## config.mk

```make
export PLATFORM = sky130hd
export DESIGN_NAME = pcs_descrambler_param
export DESIGN_NICKNAME = d
export VERILOG_FILES = /design/src/rtl/pcs_descrambler_param.sv
export SDC_FILE = /design/constraint.sdc
export NUM_CORES = 1
export LEC_CHECK = 0
export ABC_AREA = 1
export BUFFER_PORTS_ARGS = -buffer_cell sky130_fd_sc_hd__buf_4
export CORE_UTILIZATION = 55
export CTS_BUF_LIST = sky130_fd_sc_hd__clkbuf_2
export DETAILED_ROUTE_END_ITERATION = 10
export HOLD_SLACK_MARGIN = 0.08
export PLACE_DENSITY = 0.79
export SETUP_SLACK_MARGIN = 0.3
export SLEW_MARGIN = 20
export SYNTH_ARGS = -nofsm -noshare
export SYNTH_HDL_FRONTEND = slang
export SYNTH_SLANG_ARGS = --single-unit
export TNS_END_PERCENT = 30
```

## constraint.sdc

```tcl
create_clock -name CLK -period 9.61 [get_ports CLK]
set_input_delay 0.4805 -clock CLK [delete_from_list [all_inputs] [get_ports CLK]]
set_output_delay 0.4805 -clock CLK [all_outputs]
set_load 0.05 [all_outputs]
```

## src/rtl/pcs_descrambler_param.sv

```systemverilog
// Self-synchronising 1 + x^39 + x^58 descrambler for the 64b/66b receive path.
// Carries a 58-bit history across words, with a ready/valid output stage, bypass, trust flag and header-error count.
module pcs_descrambler_param #(
    parameter int DATA_W    = 64,
    parameter int ERR_CNT_W = 16
) (
    input  logic                 CLK,
    input  logic                 rst,
    input  logic                 in_valid,
    output logic                 in_ready,
    input  logic [DATA_W-1:0]    in_data,
    input  logic [1:0]           in_hdr,
    input  logic                 bypass,
    input  logic                 resync,
    output logic                 out_valid,
    input  logic                 out_ready,
    output logic [DATA_W-1:0]    out_data,
    output logic [1:0]           out_hdr,
    output logic                 out_trusted,
    output logic                 out_hdr_err,
    output logic [ERR_CNT_W-1:0] hdr_err_cnt
);

    localparam int HIST_W = 58;
    localparam int EXT_W  = HIST_W + DATA_W;

    function automatic logic hdr_bad(input logic [1:0] h);
        return (h == 2'b00) || (h == 2'b11);
    endfunction

    logic [HIST_W-1:0] hist_r;
    logic [HIST_W-1:0] hist_eff_s;
    logic [HIST_W-1:0] hist_next_s;
    logic [5:0]        cnt_r;
    logic [5:0]        cnt_eff_s;
    logic [5:0]        cnt_next_s;
    logic [31:0]       cnt_sum_s;
    logic [EXT_W-1:0]  ext_s;
    logic [DATA_W-1:0] descr_s;
    logic              accept_s;

    assign in_ready = !out_valid || out_ready;
    assign accept_s = in_valid && in_ready;

    // Lay history and payload out as one serial window (index 0 = oldest bit) and descramble across it.
    always_comb begin
        hist_eff_s  = resync ? {HIST_W{1'b0}} : hist_r;
        cnt_eff_s   = resync ? 6'd0 : cnt_r;
        ext_s       = {EXT_W{1'b0}};
        descr_s     = {DATA_W{1'b0}};
        hist_next_s = {HIST_W{1'b0}};
        ext_s[EXT_W-1:HIST_W] = in_data;
        for (int k = 0; k < HIST_W; k++) begin
            ext_s[HIST_W-1-k] = hist_eff_s[k];
        end
        for (int i = 0; i < DATA_W; i++) begin
            descr_s[i] = ext_s[HIST_W+i] ^ ext_s[HIST_W+i-39] ^ ext_s[i];
        end
        for (int k = 0; k < HIST_W; k++) begin
            hist_next_s[k] = ext_s[EXT_W-1-k];
        end
        cnt_sum_s = 32'(cnt_eff_s) + 32'(DATA_W);
        if (cnt_sum_s >= 32'd58) begin
            cnt_next_s = 6'd58;
        end else begin
            cnt_next_s = cnt_sum_s[5:0];
        end
    end

    // History and bit count advance on accept; a lone resync just clears them.
    always_ff @(posedge CLK or posedge rst) begin
        if (rst) begin
            hist_r <= {HIST_W{1'b0}};
            cnt_r  <= 6'd0;
        end else if (accept_s) begin
            hist_r <= hist_next_s;
            cnt_r  <= cnt_next_s;
        end else if (resync) begin
            hist_r <= {HIST_W{1'b0}};
            cnt_r  <= 6'd0;
        end
    end

    // Output stage: load on accept, otherwise drain when downstream is ready.
    always_ff @(posedge CLK or posedge rst) begin
        if (rst) begin
            out_valid   <= 1'b0;
            out_data    <= {DATA_W{1'b0}};
            out_hdr     <= 2'b00;
            out_trusted <= 1'b0;
            out_hdr_err <= 1'b0;
        end else if (accept_s) begin
            out_valid   <= 1'b1;
            out_data    <= bypass ? in_data : descr_s;
            out_hdr     <= in_hdr;
            out_trusted <= (cnt_eff_s >= 6'd58);
            out_hdr_err <= hdr_bad(in_hdr);
        end else if (out_ready) begin
            out_valid   <= 1'b0;
        end
    end

    // Saturating count of accepted words carrying an invalid sync header.
    always_ff @(posedge CLK or posedge rst) begin
        if (rst) begin
            hdr_err_cnt <= {ERR_CNT_W{1'b0}};
        end else if (accept_s && hdr_bad(in_hdr) && (hdr_err_cnt != {ERR_CNT_W{1'b1}})) begin
            hdr_err_cnt <= hdr_err_cnt + ERR_CNT_W'(1);
        end
    end

endmodule

```

==> results of run 1 <==
-- what timing repair did --
item	in CTS	in global routing
hold buffers	67	0
hold endpoints to repair	181	0
buffers inserted	0	0
-- cells in the final DEF, fill, tap and decap left out, types with 11 or more instances in the layout --
master,n
o21ai_1,13
nand3_1,86
o21ai_0,84
clkbuf_2,18
dlygate4sd3_1,67
nand2_1,415
nor3_1,18
dfrtp_1,148
inv_1,162
xnor2_1,11
nor2_1,88
buf_4,160
nand4_1,42
-- critical path: stages, from the launching register on --
cell and delay (ns):
dfrtp_1 0.47, a21oi_4 0.16, buf_4 0.76, nand2_1 0.87
inv_1 0.47, nand3_1 0.16, o21ai_0 0.25, dlygate4sd3_1 0.60
-- power breakdown --
part	leakage, nW	total (mW)	internal (mW)	switching [mW]
registers	1.88	0.744	0.695	0.0489
logic	3.47	0.550	0.172	0.378
clock network	0.171	0.414	0.193	0.221
-- logic make-up (layout without fill, tap and decap cells) --
family | after synthesis | in the layout | synth area share (%)
fa+ha+maj | 1 | 1 | 0.156
simple gates | 662 | 662 | 34.3
flops | 148 | 148 | 46.0
compound gates | 105 | 105 | 6.92
other cells | 0 | 1 | 0
buf+inv | 214 | 427 | 10.7
xor+xnor | 17 | 17 | 1.85
-- through the flow --
| stage | area, sq um | utilization, % | worst slack (ns) | power [mW] | instances |
|---|---|---|---|---|---|
| final | 10200 | 72.4 | 5.80 | 1.71 | 1541 |
| after global routing | 10200 | 72.4 | 5.59 | 1.78 | 1541 |
| after CTS | 10200 | 72.4 | 5.97 | 1.71 | 1540 |
| after detailed placement | 9250 | 65.6 | 6.32 | 1.28 | 1441 |
| after global placement | 9250 | 65.6 | 6.45 | 1.27 | 1441 |
| after floorplan | 8040 | - | 5.15 | 1.10 | 1147 |
-- state kept, by name (all words and copies together) (netlist names) --
signal / cells
out_data: 64
hist_r: 58
hdr_err_cnt: 16
cnt_r: 5
out_hdr: 2
out_hdr_err: 1
out_trusted: 1
out_valid: 1
-- layer usage --
layer / wire length [um] / up-vias / GRT usage, %
li1: - / 3973 / -
met1: 9940 / 3726 / 45.9
met2: 10900 / 347 / 51.3
met3: 1870 / 49 / 5.44
met4: 647 / 0 / 11.6
met5: 0 / - / 0
-- worst max path at each step --
stage	startpoint	to	slack, ns	depth (start not counted)
final	out_valid$_DFFE_PP0P_	out_data[59]$_DFFE_PP0P_	5.80	7
after global routing	out_valid$_DFFE_PP0P_	out_data[59]$_DFFE_PP0P_	5.59	7
after CTS	out_valid$_DFFE_PP0P_	out_data[59]$_DFFE_PP0P_	5.97	8
after detailed placement	in_valid	out_data[59]$_DFFE_PP0P_	6.32	9
after global placement	in_valid	out_data[60]$_DFFE_PP0P_	6.45	9
after floorplan	rst	cnt_r[1]$_DFF_PP0_	5.15	1
-- area by class of cell --
cell class | count | area share (%)
Clock inverter | 14 | 1.86
Inverter | 167 | 6.19
Sequential cell | 148 | 36.3
Tap cell | 180 | 2.21
Multi-Input combinational cell | 785 | 34.1
Clock buffer | 18 | 0.882
Timing Repair Buffer | 228 | 18.4
Antenna cell | 1 | 0.0245
==> results.ini, run 1 <==
[setup_path]
worstReg2RegEnd=out_data[59]$_DFFE_PP0P_
regToRegSetupSlack_ns=5.80
arrival_ns=4.51
start_kind=flip-flop
cp_max_fo=100
crit_type=reg2reg
crit_required_ns=10.31
critPathCaptureType=flip-flop
reg2reg_from=out_valid$_DFFE_PP0P_
worstRegToRegCells=7

[clock_tree]
cts_tree=built
numCtsBuffers=17
clk_path_buf_depth=2
cts_resized=0
clk_latency_ns=0.74
cts_root_buf=clkbuf_2
clkTransAtPathRegs_ns=0.23
cts_max_level=4
clock_sinks=148

[synth]
synthesis.area_sq_um=8040
ys_seq_area_share_pct=46.0
yosysMostFrequentCell=nand2_1
syn_nets=1220
synth_edf_count=0
yosysWarningCount=0
synth-main-ff-cell=dfrtp_1
synth-seq-cells=148
synth_area_per_cell_sq_um=7.01
synth_common_cells=415 x nand2_1, 164 x inv_1, 148 x dfrtp_1
synth_top_area_share_pct=46.0
synthTopCellsByArea=dfrtp_1 46%, nand2_1 19%, inv_1 7.7%
synth_top_area_cell=dfrtp_1
synthArstFlopShare_pct=100
syn_inst=1147
ys_types=29

[timing]
fin_crit_sh_pct=39.6
post-route-min-period_ns=3.81
final.setup.tns_ns=0
final-setup-viol-count=0
hold_violations=0
worst_slew_pin_slew_ns=1.01
timing.fmax_mhz=263
clock_skew_ns=0.0367
rsz0062_at_grt=false
max_slew_margin_pct=32.5
slew_violations=0
whs_ns=0.140

[hold_path]
hold_end=out_data[1]$_DFFE_PP0P_
worst_hold_startpoint=in_data[1]
hold_class=in2reg
whs_path_depth=4

[route]
viasPerCell=5.25
vias=8095
wl_mm=23.4
ant_nets=0
first_pass_iters=5
drc=0
wire_per_inst_um=15.2
drt-initial-drc-count=828

[pwr]
irDropWorstVdd_v=0.0000950
power.density_nw_per_um2=167
leakagePower_nw=5.52

[global_route]
grt_pass1_vias=7383
grt_pass1_wl_mm=37.2
grt.total_usage_pct=32.7
grt_overflow_total=0
antenna_found_initial=1
grt_max_degree=104

[placement]
dp_hpwl_mm=16.2
gp_congestion=0.851
portBuffers=157

[floorplanning]
die-area_sq_um=15100
die_h_um=123
boundaryPins=158
die_w_um=123
rows=43
coreArea_sq_um=14100
initial_core_util_pct=57.1

[finish]
layout-drive-gt1-share_pct=15.1
area_growth_pct=26.9
multi_input_area_sq_um=3480
final_nets=1420
n_fill_cell=1161
seqCellArea_sq_um=3700

[status]
status=completed

[flow_run]
drv_cap=0

No activity file was read; power rests on OpenSTA's default activity.
==> run 2: changes to the inputs <==
CORE_UTILIZATION = 52   (was 55)
PLACE_DENSITY = 0.78   (was 0.79)
clock period = 3.15 ns   (was 9.61 ns; I/O delays follow)
==> run 2 against run 1 <==
Effect of this change:
- critical path type unchanged
- utilization fell by 3.4 points
- sequential share of layout area is 0.85 points lower
- count of clock-buffer cells in the layout is 5 higher
- sequential cell count stayed put
- highest routed layer unchanged
- power increased to 2.9 times the previous value
==> results.ini, run 2 (synthesis results as in run 1) <==
[status]
status=completed

[route]
first_pass_iters=7
wl_mm=24.5
drt-initial-drc-count=954
drc=0
ant_nets=0
vias=8386
wire_per_inst_um=15.5
viasPerCell=5.31

[global_route]
grt_pass1_vias=7985
grt.total_usage_pct=32.0
grt_max_degree=131
grt_pass1_wl_mm=39.5
grt_overflow_total=0
antenna_found_initial=1

[setup_path]
cp_max_fo=99
path_delay_family=buffers and inverters
slowest_delay_ns=0.78
crit_required_ns=3.84
crit_top_cell=nand2_1
reg2reg_from=out_valid$_DFFE_PP0P_
arrival_ns=3.41
start_kind=flip-flop
crit_start=out_valid$_DFFE_PP0P_
crit_slowest_cell=buf_4
crit_chain=a21oi_4 -> buf_4 -> nand2_1 -> nand2_1 -> o21ai_0 -> o31ai_1 -> dlygate4sd3_1
critPathCaptureType=flip-flop
worstReg2RegEnd=out_data[57]$_DFFE_PP0P_
worstRegToRegCells=7
crit_buf_inv=2
cp.depth=7
regToRegSetupSlack_ns=0.43
crit_type=reg2reg

[clock_tree]
cts_tree=built
numCtsBuffers=17
clk_path_buf_depth=2
cts_root_buf=clkbuf_2
postCtsSetupBuffers=0
clkTransAtPathRegs_ns=0.20
clk_latency_ns=0.76
clock_sinks=148
cts_max_level=4

[timing]
final.setup.tns_ns=0
slew_violations=0
worst_slew_pin_slew_ns=1.03
hold_violations=0
max_slew_margin_pct=31.6
final-setup-viol-count=0
timing.fmax_mhz=368
clock_skew_ns=0.0258
post-route-min-period_ns=2.72
rsz0062_at_grt=true
fin_crit_sh_pct=86.3

[finish]
mostFrequentLayoutCell=nand2_1
area_growth_pct=30.0
final_util_pct=69.0
top_register=out_data
stdcell_area_sq_um=10500
final_cells=1579
largest_register_ffs=64
largestRegisters=out_data x64, hist_r x58, hdr_err_cnt x16
layout_common_cells=415 x nand2_1, 162 x inv_1, 160 x buf_4
layout-drive-gt1-share_pct=15.0
final_nets=1451

[floorplanning]
die_w_um=126
initial_core_util_pct=53.1
die-area_sq_um=16000
die_h_um=126
boundaryPins=158
rows=45
coreArea_sq_um=15100

[placement]
dp_hpwl_mm=16.3
dp.cells=1451
placed_cell_area_sq_um=9310
gp_congestion=0.878
portBuffers=157

[pwr]
irDropWorstVdd_v=0.000389
power.density_nw_per_um2=474
leakagePower_nw=5.59

[flow_run]
drv_cap=0

[hold_path]
hold_end=out_data[14]$_DFFE_PP0P_
worst_hold_startpoint=bypass
whs_path_depth=5
hold_class=in2reg

[run 2: cell count changes in the layout (fill, tap and decap cells not counted), sizes merged]
cell / change
inv: -1
dlygate4sd3: +29
buf: +2
clkinv: -2
clkinvlp: +1
clkbuf: +5
bufinv: -4
[run 2: what timing repair did]
item,in CTS,in global routing
resized for setup,0,0
hold buffers,96,0
setup endpoints to repair,0,2
endpoints found under the hold margin,292,0
[run 2: worst max path at each step]
stage	end	slack [ns]
2_1_floorplan	cnt_r[1]$_DFF_PP0_	1.13
3_3_place_gp	out_data[49]$_DFFE_PP0P_	1.08
3_5_place_dp	out_data[50]$_DFFE_PP0P_	1.05
4_1_cts	out_data[57]$_DFFE_PP0P_	0.48
5_1_grt	out_data[57]$_DFFE_PP0P_	0.28
6_report	out_data[57]$_DFFE_PP0P_	0.43
[run 2: worst min-delay path: cells and delay by family]
family                 cells  cell delay [ns]
AND/OR/NAND/NOR            2             0.27
buffers and inverters      3             0.43
[run 2: through the flow]
| stage | hold WS [ns] | setup WS (ns) | power, mW |
|---|---|---|---|
| final | 0.140 | 0.432 | 4.96 |
| after global routing | 0.123 | 0.279 | 5.19 |
| after CTS | 0.0900 | 0.482 | 4.94 |
| after detailed placement | 0.354 | 1.05 | 3.90 |
| after global placement | 0.351 | 1.08 | 3.88 |
| after floorplan | 0.254 | 1.13 | 3.36 |
[run 2: layer usage]
metal  GRT usage, %  up-vias  share of wire (%)
li1               -     4038                  -
met1           42.6     3904                 41
met2           50.3      387                 47
met3           7.38       57                9.1
met4           14.2        0                3.1
met5              0        -                  0
[run 2: layout make-up]
type                       count  area (sq um)
clock buffer                  23           115
antenna                        1          2.50
inverter                     167           631
sequential                   148          3700
fill                        1236          4690
tap                          188           235
clock inverter                 8          61.3
multi-input combinational    785          3480
timing repair buffer         259          2220
[run 2: where the power goes]
group | switching, mW | internal, mW | leakage, nW | total, mW
registers | 0.150 | 2.12 | 1.88 | 2.27
clock network | 0.670 | 0.287 | 0.130 | 0.957
logic | 1.17 | 0.562 | 3.58 | 1.73
total | 1.99 | 2.97 | 5.59 | 4.96
